**src/rtl/axi_apb_burst_bridge.sv**
```systemverilog
// AXI write-burst to APB bridge: per-beat address generation, beat FIFO, APB write
// draining, and a single B response returned once every beat has completed on APB.
module axi_apb_burst_bridge #(
    parameter int ADDR_W     = 32,
    parameter int DATA_W     = 64,
    parameter int LEN_W      = 4,
    parameter int FIFO_DEPTH = 8
) (
    input  logic                              clk,
    input  logic                              reset,
    input  logic                              awvalid,
    output logic                              awready,
    input  logic [ADDR_W-1:0]                 awaddr,
    input  logic [LEN_W-1:0]                  awlen,
    input  logic [2:0]                        awsize,
    input  logic [1:0]                        awburst,
    input  logic                              wvalid,
    output logic                              wready,
    input  logic [DATA_W-1:0]                 wdata,
    input  logic                              wlast,
    output logic                              bvalid,
    input  logic                              bready,
    output logic [1:0]                        bresp,
    output logic [ADDR_W-1:0]                 paddr,
    output logic                              psel,
    output logic                              penable,
    output logic                              pwrite,
    output logic [DATA_W-1:0]                 pwdata,
    input  logic                              pready,
    input  logic                              pslverr,
    output logic [$clog2(FIFO_DEPTH+1)-1:0]   fifo_level
);

    localparam int PTR_W   = $clog2(FIFO_DEPTH);
    localparam int LVL_W   = $clog2(FIFO_DEPTH+1);
    localparam int ENTRY_W = ADDR_W + DATA_W;

    typedef enum logic [1:0] {AG_IDLE, AG_DATA, AG_DRAIN, AG_RESP} ag_state_t;
    typedef enum logic [1:0] {P_IDLE, P_SETUP, P_ACCESS} p_state_t;
    typedef enum logic [1:0] {M_FIXED, M_INCR, M_WRAP} mode_t;

    ag_state_t ag_state, ag_next;
    p_state_t  p_state, p_next;

    logic [ADDR_W-1:0] cur_addr;
    logic [LEN_W-1:0]  len_q;
    logic [2:0]        size_q;
    mode_t             mode_q, aw_mode;
    logic [LEN_W-1:0]  beat_cnt;
    logic              err;
    logic              burst_ok;

    logic [ENTRY_W-1:0] mem [FIFO_DEPTH];
    logic [PTR_W-1:0]   wr_ptr, rd_ptr;
    logic [LVL_W-1:0]   level;
    logic               fifo_full, fifo_empty;
    logic               push, pop;

    logic aw_hs, w_hs, last_beat, apb_done;
    logic psel_d, penable_d;

    function automatic logic [ADDR_W-1:0] next_addr(input logic [ADDR_W-1:0] addr,
                                                    input logic [2:0]        size,
                                                    input logic [LEN_W-1:0]  len,
                                                    input mode_t             mode);
        logic [ADDR_W-1:0] incr, mask, sum;
        incr = ADDR_W'(1) << size;
        sum  = addr + incr;
        mask = ((ADDR_W'(len) + ADDR_W'(1)) << size) - ADDR_W'(1);
        case (mode)
            M_FIXED: next_addr = addr;
            M_WRAP:  next_addr = (addr & ~mask) | (sum & mask);
            default: next_addr = sum;
        endcase
    endfunction

    // WRAP is only legal for 2, 4, 8 or 16 beats
    function automatic logic wrap_len_ok(input logic [LEN_W-1:0] len);
        logic [LEN_W:0] beats;
        beats = {1'b0, len} + 1'b1;
        wrap_len_ok = (len != '0) && ((beats & (beats - 1'b1)) == '0) &&
                      (beats <= (LEN_W+1)'(16));
    endfunction

    always_comb begin
        aw_mode  = M_INCR;
        burst_ok = 1'b1;
        case (awburst)
            2'b00: aw_mode = M_FIXED;
            2'b01: aw_mode = M_INCR;
            2'b10: begin
                if (wrap_len_ok(awlen)) aw_mode = M_WRAP;
                else                    burst_ok = 1'b0;
            end
            default: burst_ok = 1'b0;
        endcase
    end

    assign fifo_full  = (level == LVL_W'(FIFO_DEPTH));
    assign fifo_empty = (level == '0);
    assign aw_hs      = awvalid && awready;
    assign w_hs       = wvalid && wready;
    assign push       = w_hs;
    assign last_beat  = (beat_cnt == len_q);
    assign apb_done   = (p_state == P_ACCESS) && pready;

    always_comb begin
        ag_next = ag_state;
        wready  = 1'b0;
        bvalid  = 1'b0;
        bresp   = 2'b00;
        case (ag_state)
            AG_IDLE: if (aw_hs) ag_next = AG_DATA;
            AG_DATA: begin
                wready = !fifo_full;
                if (w_hs && last_beat) ag_next = AG_DRAIN;
            end
            AG_DRAIN: if (fifo_empty && p_state == P_IDLE) ag_next = AG_RESP;
            AG_RESP: begin
                bvalid = 1'b1;
                bresp  = err ? 2'b10 : 2'b00;
                if (bready) ag_next = AG_IDLE;
            end
            default: ag_next = AG_IDLE;
        endcase
    end

    always_ff @(posedge clk or posedge reset) begin
        if (reset) begin
            ag_state <= AG_IDLE;
            awready  <= 1'b0;
            beat_cnt <= '0;
            err      <= 1'b0;
        end else begin
            ag_state <= ag_next;
            awready  <= (ag_next == AG_IDLE);
            if (aw_hs)     beat_cnt <= '0;
            else if (w_hs) beat_cnt <= beat_cnt + 1'b1;
            if (aw_hs)
                err <= !burst_ok;
            else if ((w_hs && (wlast != last_beat)) || (apb_done && pslverr))
                err <= 1'b1;
        end
    end

    always_ff @(posedge clk) begin
        if (aw_hs) begin
            cur_addr <= awaddr;
            len_q    <= awlen;
            size_q   <= awsize;
            mode_q   <= aw_mode;
        end else if (w_hs) begin
            cur_addr <= next_addr(cur_addr, size_q, len_q, mode_q);
        end
    end

    always_ff @(posedge clk) begin
        if (push) mem[wr_ptr] <= {cur_addr, wdata};
    end

    always_ff @(posedge clk or posedge reset) begin
        if (reset) begin
            wr_ptr <= '0;
            rd_ptr <= '0;
            level  <= '0;
        end else begin
            if (push) wr_ptr <= wr_ptr + 1'b1;
            if (pop)  rd_ptr <= rd_ptr + 1'b1;
            case ({push, pop})
                2'b10:   level <= level + 1'b1;
                2'b01:   level <= level - 1'b1;
                default: level <= level;
            endcase
        end
    end

    assign fifo_level = level;

    // Back-to-back entries skip P_IDLE: psel stays high, penable drops for the new SETUP
    always_comb begin
        p_next    = p_state;
        pop       = 1'b0;
        psel_d    = psel;
        penable_d = penable;
        case (p_state)
            P_IDLE: begin
                if (!fifo_empty) begin
                    pop       = 1'b1;
                    psel_d    = 1'b1;
                    penable_d = 1'b0;
                    p_next    = P_SETUP;
                end
            end
            P_SETUP: begin
                penable_d = 1'b1;
                p_next    = P_ACCESS;
            end
            P_ACCESS: begin
                if (pready) begin
                    penable_d = 1'b0;
                    if (!fifo_empty) begin
                        pop    = 1'b1;
                        p_next = P_SETUP;
                    end else begin
                        psel_d = 1'b0;
                        p_next = P_IDLE;
                    end
                end
            end
            default: begin
                psel_d    = 1'b0;
                penable_d = 1'b0;
                p_next    = P_IDLE;
            end
        endcase
    end

    always_ff @(posedge clk or posedge reset) begin
        if (reset) begin
            p_state <= P_IDLE;
            psel    <= 1'b0;
            penable <= 1'b0;
            paddr   <= '0;
            pwdata  <= '0;
        end else begin
            p_state <= p_next;
            psel    <= psel_d;
            penable <= penable_d;
            if (pop) {paddr, pwdata} <= mem[rd_ptr];
        end
    end

    assign pwrite = psel;

endmodule

```
**config.mk**
```make
export PLATFORM = sky130hd
export DESIGN_NAME = axi_apb_burst_bridge
export DESIGN_NICKNAME = d
export VERILOG_FILES = /design/src/rtl/axi_apb_burst_bridge.sv
export SDC_FILE = /design/constraint.sdc
export NUM_CORES = 1
export LEC_CHECK = 0
export CAP_MARGIN = 20
export CORE_ASPECT_RATIO = 2
export CORE_MARGIN = 3
export CORE_UTILIZATION = 36
export DETAILED_ROUTE_END_ITERATION = 16
export HOLD_SLACK_MARGIN = 0.15
export PLACE_DENSITY = 0.58
export SLEW_MARGIN = 20
export SYNTH_ARGS = -nofsm -noshare
export SYNTH_HDL_FRONTEND = slang
export SYNTH_SLANG_ARGS = --single-unit
```
**constraint.sdc**
```tcl
create_clock -name clk -period 15.04 [get_ports clk]
set_input_delay 3.008 -clock clk [delete_from_list [all_inputs] [get_ports clk]]
set_output_delay 3.008 -clock clk [all_outputs]
set_load 0.05 [all_outputs]
```
# After elaboration in Yosys (flattened, before gate mapping)
# Memory sizes are Yosys's and may differ from the RTL's. A register that Yosys moved wholly into a read port is not among the register bits.
# Cells that the tools add are included.
[totals]
register_bits = 63
inputBits = 113
ramBits = 768
n_memories = 1
wordCells = 115
out_inout_bits = 108
[op_classes]
n_reduce_logical = 27
n_bitwise = 6
eq_ne = 17
mux = 37
n_lt_le_gt_ge = 1
add_sub_neg = 10
shifts = 2
[mem_list]
columns = ["name", "words", "word_bits", "rd", "rd_ports_with_merged_regs", "write_ports", "line_no", "text"]
rows = [
  ["mem", 8, 96, 1, 1, 1, "53", "logic [ENTRY_W-1:0] mem [FIFO_DEPTH];"],
]
[ops]
columns = ["operator", "count"]
rows = [
  ["$and 32x32->32", 2],
  ["$mux 32", 2],
  ["$pmux 32 s2", 1],
  ["$add 32x32->32", 1],
  ["$not 32->32", 1],
  ["$or 32x32->32", 1],
  ["$shl 1x3->32 const A", 1],
  ["$shl 5x3->32", 1],
  ["$sub 32x1->32 const B", 1],
  ["$mux 2", 9],
  ["$mux 1", 15],
  ["$eq 2x2->1 const B", 6],
  ["$add 4x1->5 const B", 2],
  ["$logic_not 2->1", 5],
  ["$logic_and 1x1->1", 9],
  ["$add 4x1->4 const B", 2],
  ["$eq 2x1->1 const B", 4],
  ["$mux 4", 2],
  ["$ne 2x2->1 const B", 4],
  ["$pmux 2 s4", 1],
  ["$pmux 4 s2", 1],
  ["$add 3x1->3 const B", 2],
  ["$pmux 1 s3", 2],
  ["$pmux 2 s3", 1],
  ["other kinds (19)", 24],
]

# Logic depth before layout (Yosys ltp)
# Gate-level depths: netlist (run 1).
[depth]
depth_word = 10
ltp_mapped = 13
depth_no_buf = 11

# Worst setup path after synthesis (run 1)
# OpenSTA, ideal clock, no wires.
[synth_path]
path_kind = "input-to-reg"
start = "input port wvalid"
end = "memory mem[2][0] (netlist bit) (enable)"
slack_ns = 0.861
cell_stages = 4
arrival_ns = 13.359
n_path_buf = 1
t_required_ns = 14.220
setup_ns = 0.820
cell_sequence = "and2_1 -> clkbuf_1 -> inv_2 -> nor4b_1"
[synth_between]
elab_chain_len = 3
[synth_lines]
columns = ["element", "line_no", "text"]
rows = [
  ["start, declared", "17", "input logic wvalid,"],
  ["$logic_and 1x1->1", "102", "assign w_hs = wvalid && wready;"],
  ["$mux 1", "158", "if (push) mem[wr_ptr] <= {cur_addr, wdata};"],
  ["$mux 1 (implied by the code)", "158", ""],
  ["end, declared", "53", ""],
]
# No other way between the ends.

# Final worst setup path (run 1)
[layout_path]
start = "input port wvalid"
end = "memory mem[2][41] (netlist bit) (enable)"
# The elaborated chain is that of the path after synthesis.

==> qor.yml, run 1 <==
outcome:
  status: "complete, no violations"
yosys:
  synth-seq-cells: 926
  synth.top_cells.by_count: "edfxtp_1 (809), mux4_2 (192), nor2_1 (174)"
  synth_warnings: 0
  synth_area_mm2: 0.0366
  synth.area.top_cells: "edfxtp_1 (66%), mux4_2 (12%), dfrtp_1 (8.0%), mux2i_1 (2.8%), nor2_1 (1.8%)"
  syn_area_per_cell_um2: 18.8
  synth_most_common_cell: "edfxtp_1"
  syn_inst: 1950
  ys_async_sr_fraction: 0.126
  yosysTopAreaCellShare: 0.664
  synth_edf_count: 809
  synth_largest_area_cell: "edfxtp_1"
  ys_seq_area_frac: 0.744
  syn_nets: 2086
  synth_cell_type_count: 63
  synth_top_flop_cell: "edfxtp_1"
route:
  routed_wl_um: 81800
  drtIter0Drc: 1049
  drc_errors: 0
  drtAntennaViolNets: 0
  vias: 18400
  vias_per_cell: 5.14
  wire_per_inst_um: 22.8
  drt_pre_antenna_iters: 5
sta:
  finalCriticalPeriod_ns: 5.71
  setup_viol: 0
  skew_ns: 0.0196
  relSlewSlack: 0.268
  finalHoldViolations: 0
  final_max_slew_viol_count: 0
  tns_ns: 0
  tightest_slew_ns: 1.10
  fin_crit_sh: 0.379
  rsz0062_at_grt: "false"
  fmax_ghz: 0.175
setup_path:
  worstPathArrival_ns: 5.96
  cpMaxStageDelayCell: "buf_4"
  cp-start-kind: "input port"
  slowest_delay_ns: 0.93
  crit_top_cell: "buf_4"
  critPathBufInv: 4
  crit_required_ns: 15.29
  cpLargestDelayFamily: "buffers and inverters"
  crit_path_max_fanout: 58
  crit_type: "input port to flip-flop"
  end_kind: "flip-flop"
  path_cells: "clkdlybuf4s50_1 > and2_1 > inv_2 > nor4b_2 > buf_4 > buf_4"
placed_design:
  hpwl_um: 47700
  place_inst: 3423
  gp_congestion: 0.809
  io_buffers: 219
cells_and_area:
  nets: 2317
  area_delta_synth_final_pct: 18.0
  drive_gt1_frac: 0.171
  final_cells: 3582
  fill_cells: 8667
clock_network:
  tritoncts: "done"
  clk_pin_slew_ns: 0.06
  clock-sinks: 926
  cts_buffers: 83
  cts_buffer_depth: 3
  holdBufCountCts: 0
  clock_latency_ns: 0.65
  htree_levels: 3
  root_buffer: "clkbuf_16"
  cts_setup_buffers: 0
  cts_resized: 0
run:
  drv_cap: 0
global_routing:
  first_global_vias: 20200
  grt_pass1_wl_um: 124000
  grt_max_degree: 197
  track_usage: 0.155
  overflow: 0
  antenna_found_initial: 7
power_and_ir_drop:
  irDropWorstVdd_uv: 301
  power_density_mw_per_mm2: 204
  leakage_nw: 14.3
  power.total_mw: 8.80
die:
  ios: 221
  die_area_mm2: 0.106
  die_x_um: 231
  start_util: 0.365
  coreArea_mm2: 0.100
  rows: 164
  die_h_um: 457
hold_path:
  hold_class: "flip-flop to flip-flop"
[power by group]
part           switching [mW]  leakage, nW  internal, mW
combinational            1.70         4.27          1.18
clock                   0.933         1.37          1.25
sequential              0.379         8.64          3.37
total                    3.01         14.3          5.79
[layout by cell type (no fill, tap or decap), types with 16 or more instances in the layout]
master / netlist / layout
edfxtp_1: 809 / 809
clkdlybuf4s50_1: 0 / 219
mux4_2: 192 / 192
nor2_1: 174 / 173
a21oi_1: 124 / 124
dfrtp_1: 117 / 114
mux2i_1: 102 / 102
clkbuf_16: 0 / 85
nand2_1: 43 / 43
xor2_1: 33 / 33
buf_4: 5 / 30
ha_1: 21 / 21
o21ai_0: 17 / 17
inv_1: 18 / 17
xnor2_1: 17 / 17
clkbuf_1: 66 / 16
[worst register-to-register path: stages, from the launching register on]
cell and delay (ns):
dfrtp_1 0.46, nand2b_1 0.21, a21oi_1 0.29, and2_1 0.41, inv_2 0.22, nor4b_2 0.28
buf_4 0.62, buf_4 0.95
[worst paths after layout]
| check | from | endpoint | slack (ns) | cells past startpoint |
|---|---|---|---|---|
| worst max-delay path | wvalid | mem[2][41] | 9.33 | 6 |
| worst min-delay path | fifo_level[3] | fifo_level[3] | 0.52 | 1 |
| worst max register to register | ag_state[1] | mem[2][41] | 11.16 | 7 |
| worst min register to register | fifo_level[3] | fifo_level[3] | 0.52 | 1 |
| max in group asynchronous | reset | rd_ptr[1] | 10.83 | 3 |
| min in group asynchronous | reset | pwdata[36] | 2.90 | 2 |
[registers in the layout (all words and copies together), names as in the netlist, 2 cells and up, named ones only]
name,count
mode_q,2
pwdata,64
beat_cnt,4
mem,768
len_q,4
wr_ptr,3
rd_ptr,3
size_q,3
fifo_level,4
ag_state,2
paddr,32
[stage by stage]
step	utilization	setup slack, ns	cell area [um2]	hold slack, ns
final	0.430	9.33	43200	0.519
after global routing	0.430	9.19	43100	0.551
after CTS	0.430	9.32	43100	0.527
after detailed placement	0.402	8.61	40300	0.514
after global placement	0.402	8.73	40300	0.514
after floorplan	-	0.861	36600	0.524
[cell families after synthesis]
family,count (synthesis),synth area share
other,1,0.000103
adder cells (fa/ha/maj),23,0.00828
AND/OR/NAND/NOR,322,0.0403
multiplexers,296,0.147
XOR/XNOR,50,0.0120
flip-flops,926,0.744
buffers and inverters,123,0.0136
AO/OA/AOI/OAI,209,0.0350
[layout make-up]
type	instances	area, um2	area share
clock inverters	44	508	0.0118
inverters	19	76.3	0.00177
diodes	4	10.0	0.000232
multi-input cells	901	8920	0.207
flip-flops and latches	926	27200	0.631
well taps	1328	1660	0.0385
clock buffers	110	2310	0.0536
repair buffers	250	2440	0.0565
[routing by layer]
| metal | wire length [um] | GRT usage |
|---|---|---|
| met4 | 2370 | 0.0534 |
| met2 | 42900 | 0.276 |
| met1 | 32100 | 0.187 |
| met3 | 4400 | 0.0307 |
| met5 | 0 | 0 |
No activity file was read; power rests on OpenSTA's default activity.
==> run 2: changes to the inputs <==
PLACE_DENSITY = 0.6   (was 0.58)
clock period = 4.9 ns   (was 15.04 ns; I/O delays follow)
==> run 2 against run 1 <==
Effect of this change: via count up 0.96%; highest routed layer is now met5; clock power rose to 3.1 times the previous value; largest power group unchanged; combinational power rose to 3.1 times the previous value; critical path depth up 6; final area up 0.68%; sequential power rose to 3.1 times the previous value; register-to-register slack worse by 9.9 ns; first-iteration DRC count up 35%; hold slack better by 0.0084 ns; sequential cell count unchanged.
==> qor.yml, run 2 (same netlist as run 1, synthesis figures left out) <==
sta:
  tns_ns: 0  # unchanged
  setup_viol: 0  # unchanged
  rsz0062_at_grt: "false"
  whs_ns: 0.527  # +0.00843 ns
  tightest_slew_ns: 1.11  # +0.00983 ns
  fin_crit_sh: 0.740
  relSlewSlack: 0.262  # -0.00655
  finalCriticalPeriod_ns: 3.62
  fmax_ghz: 0.276
  final_max_slew_viol_count: 0  # unchanged
  finalHoldViolations: 0  # unchanged
  skew_ns: 0.0290  # +0.00941 ns
route:
  drtIter0Drc: 1414  # +35%
  wire_per_inst_um: 23.4  # +2.6%
  drtAntennaViolNets: 0  # unchanged
  routed_wl_um: 84000  # +2.7%
  drt_pre_antenna_iters: 5  # unchanged
  vias_per_cell: 5.18  # +0.84%
  vias: 18600  # +0.96%
  drc_errors: 0  # unchanged
power_and_ir_drop:
  power.total_mw: 27.3  # +210%
  leakage_nw: 14.4  # +0.85%
  p_switching_mw: 9.41  # +210%
  p_seq_frac: 0.427  # about the same
  pwr-share-clk: 0.246  # -0.002
  irDropWorstVdd_uv: 1110  # +270%
  comb_power_share: 0.327  # about the same
  power_density_mw_per_mm2: 628  # +210%
  p_int_mw: 17.9  # +210%
  switching_share: 0.345  # +0.00248
clock_network:
  htree_levels: 3  # unchanged
  holdBufCountCts: 0  # unchanged
  clk_pin_slew_ns: 0.07  # about the same
  clock-sinks: 926  # unchanged
  cts_buffers: 83  # unchanged
  clock_latency_ns: 0.67  # +0.02 ns
  cts_setup_buffers: 0  # unchanged
  cts_buffer_depth: 3  # unchanged
  tritoncts: "done"
  root_buffer: "clkbuf_16"
  cts_resized: 0  # unchanged
outcome:
  status: "complete, no violations"
placed_design:
  io_buffers: 219  # unchanged
  place_inst: 3431  # +0.23%
  gp_congestion: 0.834  # +3.1%
  hpwl_um: 49200  # +3.2%
global_routing:
  grt_max_degree: 196  # -0.51%
  grt_pass1_wl_um: 128000  # +3.2%
  overflow: 0  # unchanged
  first_global_vias: 20400  # +0.95%
  antenna_found_initial: 2  # -5
  track_usage: 0.160  # +0.00545
die:
  ios: 221  # unchanged
  die_x_um: 231  # unchanged
  coreArea_mm2: 0.100  # unchanged
  die_h_um: 457  # unchanged
  die_area_mm2: 0.106  # unchanged
  start_util: 0.365  # unchanged
  rows: 164  # unchanged
cells_and_area:
  final_cells: 3586  # +0.11%
  n_antenna_cell: 0  # -4
  regMostFlops: "mem"
  layout_commonest_cell: "edfxtp_1"
  top_regs: "mem: 768 flops, pwdata: 64 flops, paddr: 32 flops"
  drive_gt1_frac: 0.177  # +0.00604
  layout_common_cells: "edfxtp_1 (809), clkdlybuf4s50_1 (219), mux4_2 (192), nor2_1 (173), a21oi_1 (123)"
  area_delta_synth_final_pct: 18.8
  largest_reg_flops: 768  # unchanged
  utilization: 0.433  # +0.00293
  nets: 2324  # +0.30%
setup_path:
  crit_path_max_fanout: 23  # -60%
  worstPathArrival_ns: 4.10  # -1.86 ns
  crit_required_ns: 5.38  # -9.91 ns
  crit_type: "flip-flop to flip-flop"
  cp-start-kind: "flip-flop"
  end_kind: "flip-flop"
run:
  drv_cap: 0  # unchanged
hold_path:
  hold_class: "flip-flop to flip-flop"
[run 2: cell count changes in the layout (fill, tap and decap cells not counted), moves of 3 or more]
cell and delta:
nor3_4 +3, clkinv_2 +3, buf_4 -6, clkbuf_1 -3, dfrtp_2 +4, diode_2 -4, clkinv_1 +5, buf_12 +13
dfrtp_1 -4
[run 2: worst max-delay path, stage by stage, from the launching register on]
cell       delay, ns
edfxtp_1        0.66
nor3_1          0.34
ha_1            0.24
inv_1           0.06
fa_1            0.38
nor2b_1         0.21
o2111ai_1       0.20
a31oi_1         0.31
buf_4           0.22
and2_1          0.24
nand3_1         0.12
xor2_1          0.18
a211oi_1        0.28
[run 2: layout make-up]
type / instances / area (um2)
timing repair buffer: 257 / 2650
clock buffer: 105 / 2260
fill: 8708 / 56900
tap: 1328 / 1660
clock inverter: 50 / 544
multi-input combinational: 901 / 9010
sequential: 926 / 27200
inverter: 19 / 83.8
[run 2: path summary, 6_finish.rpt]
kind / from / to / slack, ns / cells past startpoint
setup / recovery: size_q[1] / flip-flop / 1.28 / 12
setup reg to reg: size_q[1] / flip-flop / 1.28 / 12
min in group asynchronous: reset / paddr[4] / 0.88 / 2
hold reg to reg: pwdata[20] / pwdata[20] / 0.53 / 2
hold / removal: pwdata[20] / pwdata[20] / 0.53 / 2
max in group asynchronous: reset / pwdata[51] / 3.08 / 3
[run 2: power by group through the flow]
stage                     combinational [mW]  sequential [mW]  clock, mW
after CTS                               9.14             11.7       6.93
final                                   8.92             11.6       6.72
after floorplan                         5.17             12.6          0
after global placement                  9.00             11.8          0
after detailed placement                9.11             11.9          0
after global routing                    9.62             11.9       7.21
[run 2: through the flow]
step,setup slack (ns),instance area [um2]
finish,1.28,43400
global route,0.954,43400
CTS,1.25,43400
detailed placement,1.29,40600
global placement,1.37,40600
floorplan,-0.113,36700
[run 2: layer usage]
layer	track usage	up-vias	wire, um	share of wire
met4	0.0499	2	2170	0.026
met3	0.0275	141	3580	0.043
li1	-	8224	-	-
met1	0.196	9745	33400	0.40
met5	0	-	13	0.00015
met2	0.289	472	44800	0.53
==> run 3: changes to the inputs <==
clock period = 3.2 ns   (was 4.9 ns; I/O delays follow)
==> run 3 against run 2 <==
Effect of this change: combinational power increased by 60%; fmax rose by 16%; via count is 1.5% higher; clock skew grew 0.0063 ns; final cell count increased by 1.1%; clock power up 61%; final area is 1.5% higher; sequential share of layout area down 0.92 points; critical path type unchanged; largest cell class unchanged; largest power group unchanged; highest routed layer unchanged.
==> qor.yml, run 3 (same netlist as run 1, synthesis figures left out) <==
route:
  drc_errors: 0  # unchanged
  drtAntennaViolNets: 0  # unchanged
  wire_per_inst_um: 23.5  # +0.28%
  vias: 18900  # +1.5%
  drtIter0Drc: 1343  # -5.0%
  routed_wl_um: 85100  # +1.4%
  drt_pre_antenna_iters: 5  # unchanged
  vias_per_cell: 5.20  # +0.42%
power_and_ir_drop:
  power_density_mw_per_mm2: 964  # +53%
  irDropWorstVdd_uv: 719  # -35%
  leakage_nw: 14.7  # +2.1%
global_routing:
  grt-busiest-layer: "met2"
  track_usage: 0.162  # +0.00183
  first_global_vias: 20600  # +0.79%
  use_met3: 0.0303  # +0.00281
  grt_max_degree: 57  # -71%
  grtUsageMet2: 0.299  # +0.0106
  use_met1: 0.189  # -0.00677
  antenna_found_initial: 5  # +3
  overflow: 0  # unchanged
  grt_pass1_wl_um: 128000  # +0.37%
setup_path:
  end_kind: "flip-flop"
  cpLargestDelayFamily: "simple AND/OR/NAND/NOR gates"
  crit_type: "flip-flop to flip-flop"
  r2r_setup_slack_ns: 0.08  # -1.19 ns
  worstRegToRegCells: 8  # -4
  critPathBufInv: 0  # -2
  crit_required_ns: 3.55  # -1.83 ns
  cp-start-kind: "flip-flop"
  worstPathArrival_ns: 3.46  # -0.64 ns
  crit_path_max_fanout: 9  # -61%
  slowest_delay_ns: 0.45  # -0.21 ns
  path_cells: "ha_1 > nor2b_1 > o32ai_2 > o311ai_0 > nand3_1 > or3_1 > o31a_2 > nor2_1"
  cpMaxStageDelayCell: "edfxtp_1"
  cp.depth: 8  # -4
  reg2reg_from: "len_q[1]"
clock_network:
  root_buffer: "clkbuf_16"
  clock_latency_ns: 0.68  # about the same
  cts_buffers: 85  # +2.4%
  clock-sinks: 926  # unchanged
  cts_buffer_depth: 3  # unchanged
  clk_pin_slew_ns: 0.07  # about the same
  htree_levels: 3  # unchanged
  tritoncts: "done"
  holdBufCountCts: 0  # unchanged
sta:
  fin_crit_sh: 0.974  # +0.234
  tns_ns: 0  # unchanged
  relSlewSlack: 0.458  # +0.196
  skew_ns: 0.0353  # +0.00626 ns
  finalHoldViolations: 0  # unchanged
  setup_viol: 0  # unchanged
  fmax_ghz: 0.321  # +16%
  final_max_slew_viol_count: 0  # unchanged
  finalCriticalPeriod_ns: 3.12  # -0.509 ns
  tightest_slew_ns: 0.806  # -0.302 ns
outcome:
  status: "complete, no violations"
cells_and_area:
  top_regs: "mem: 768 flops, pwdata: 64 flops, paddr: 32 flops"
  layout_common_cells: "edfxtp_1 (809), clkdlybuf4s50_1 (219), mux4_2 (192), nor2_1 (173), a21oi_1 (123)"
  layout_commonest_cell: "edfxtp_1"
  largest_reg_flops: 768  # unchanged
  area_delta_synth_final_pct: 20.5
  final_cells: 3625  # +1.1%
  drive_gt1_frac: 0.197  # +0.0198
  fill_cells: 8664  # -0.51%
  nets: 2358  # +1.5%
  regMostFlops: "mem"
die:
  die_h_um: 457  # unchanged
  start_util: 0.365  # unchanged
  rows: 164  # unchanged
  die_x_um: 231  # unchanged
  ios: 221  # unchanged
  coreArea_mm2: 0.100  # unchanged
  die_area_mm2: 0.106  # unchanged
placed_design:
  hpwl_um: 50100  # +1.8%
  gp_congestion: 0.873  # +4.7%
  place_inst: 3460  # +0.85%
  io_buffers: 219  # unchanged
hold_path:
  hold_class: "input port to async pin"
run:
  drv_cap: 0  # unchanged
## run 3: worst reg2reg max path, stage by stage, from the launching register on
cell	delay (ns)
edfxtp_1	0.45
ha_1	0.28
nor2b_1	0.22
o32ai_2	0.16
o311ai_0	0.36
nand3_1	0.22
or3_1	0.44
o31a_2	0.39
nor2_1	0.27
## run 3: per-stage QoR
step / hold WS, ns / setup slack, ns / util / power (mW) / instance area [um2]
2_1_floorplan: 0.524 / -1.81 / - / 27.2 / 36700
3_3_place_gp: 0.508 / 0.0721 / 0.409 / 31.9 / 41000
3_5_place_dp: 0.515 / -0.0435 / 0.409 / 32.3 / 41000
4_1_cts: 0.410 / 0.0436 / 0.439 / 43.2 / 44000
5_1_grt: 0.468 / -0.0602 / 0.439 / 44.6 / 44100
6_report: 0.440 / 0.0848 / 0.439 / 42.5 / 44100
## run 3: layer usage
metal | share of wire | vias up
met5 | 0.00040 | -
met2 | 0.54 | 509
li1 | - | 8311
met4 | 0.026 | 6
met1 | 0.38 | 9901
met3 | 0.051 | 138
## run 3: report_power, final
group	switching (mW)	leakage, nW	internal [mW]	total [mW]
sequential	1.64	8.64	15.8	17.4
clock	4.45	1.47	6.32	10.8
combinational	8.35	4.60	5.92	14.3
## run 3: worst max-delay path by stage
| stage | endpoint | from | slack, ns |
|---|---|---|---|
| 3_5_place_dp | flip-flop | size_q[1] | -0.04 |
| 2_1_floorplan | mem[2][0] | fifo_level[2] | -1.81 |
| 6_report | flip-flop | len_q[1] | 0.08 |
| 3_3_place_gp | flip-flop | size_q[1] | 0.07 |
| 5_1_grt | flip-flop | len_q[1] | -0.06 |
| 4_1_cts | flip-flop | size_q[0] | 0.04 |
## run 3: final cells by class
class | instances | area, um2 | share of cell area
Sequential cell | 926 | 27200 | 0.618
Multi-Input combinational cell | 901 | 9060 | 0.205
Clock buffer | 124 | 2520 | 0.0571
Timing Repair Buffer | 289 | 3050 | 0.0691
Antenna cell | 2 | 5.00 | 0.000114
Clock inverter | 36 | 485 | 0.0110
Inverter | 19 | 83.8 | 0.00190
Tap cell | 1328 | 1660 | 0.0377
## run 3: what timing repair did
action / in CTS / in global routing
resized for setup: 2 / 13
setup endpoints to repair: 5 / 25
buffers inserted: 0 / 3
endpoints found under the hold margin: 0 / 0
pin swaps: 0 / 4
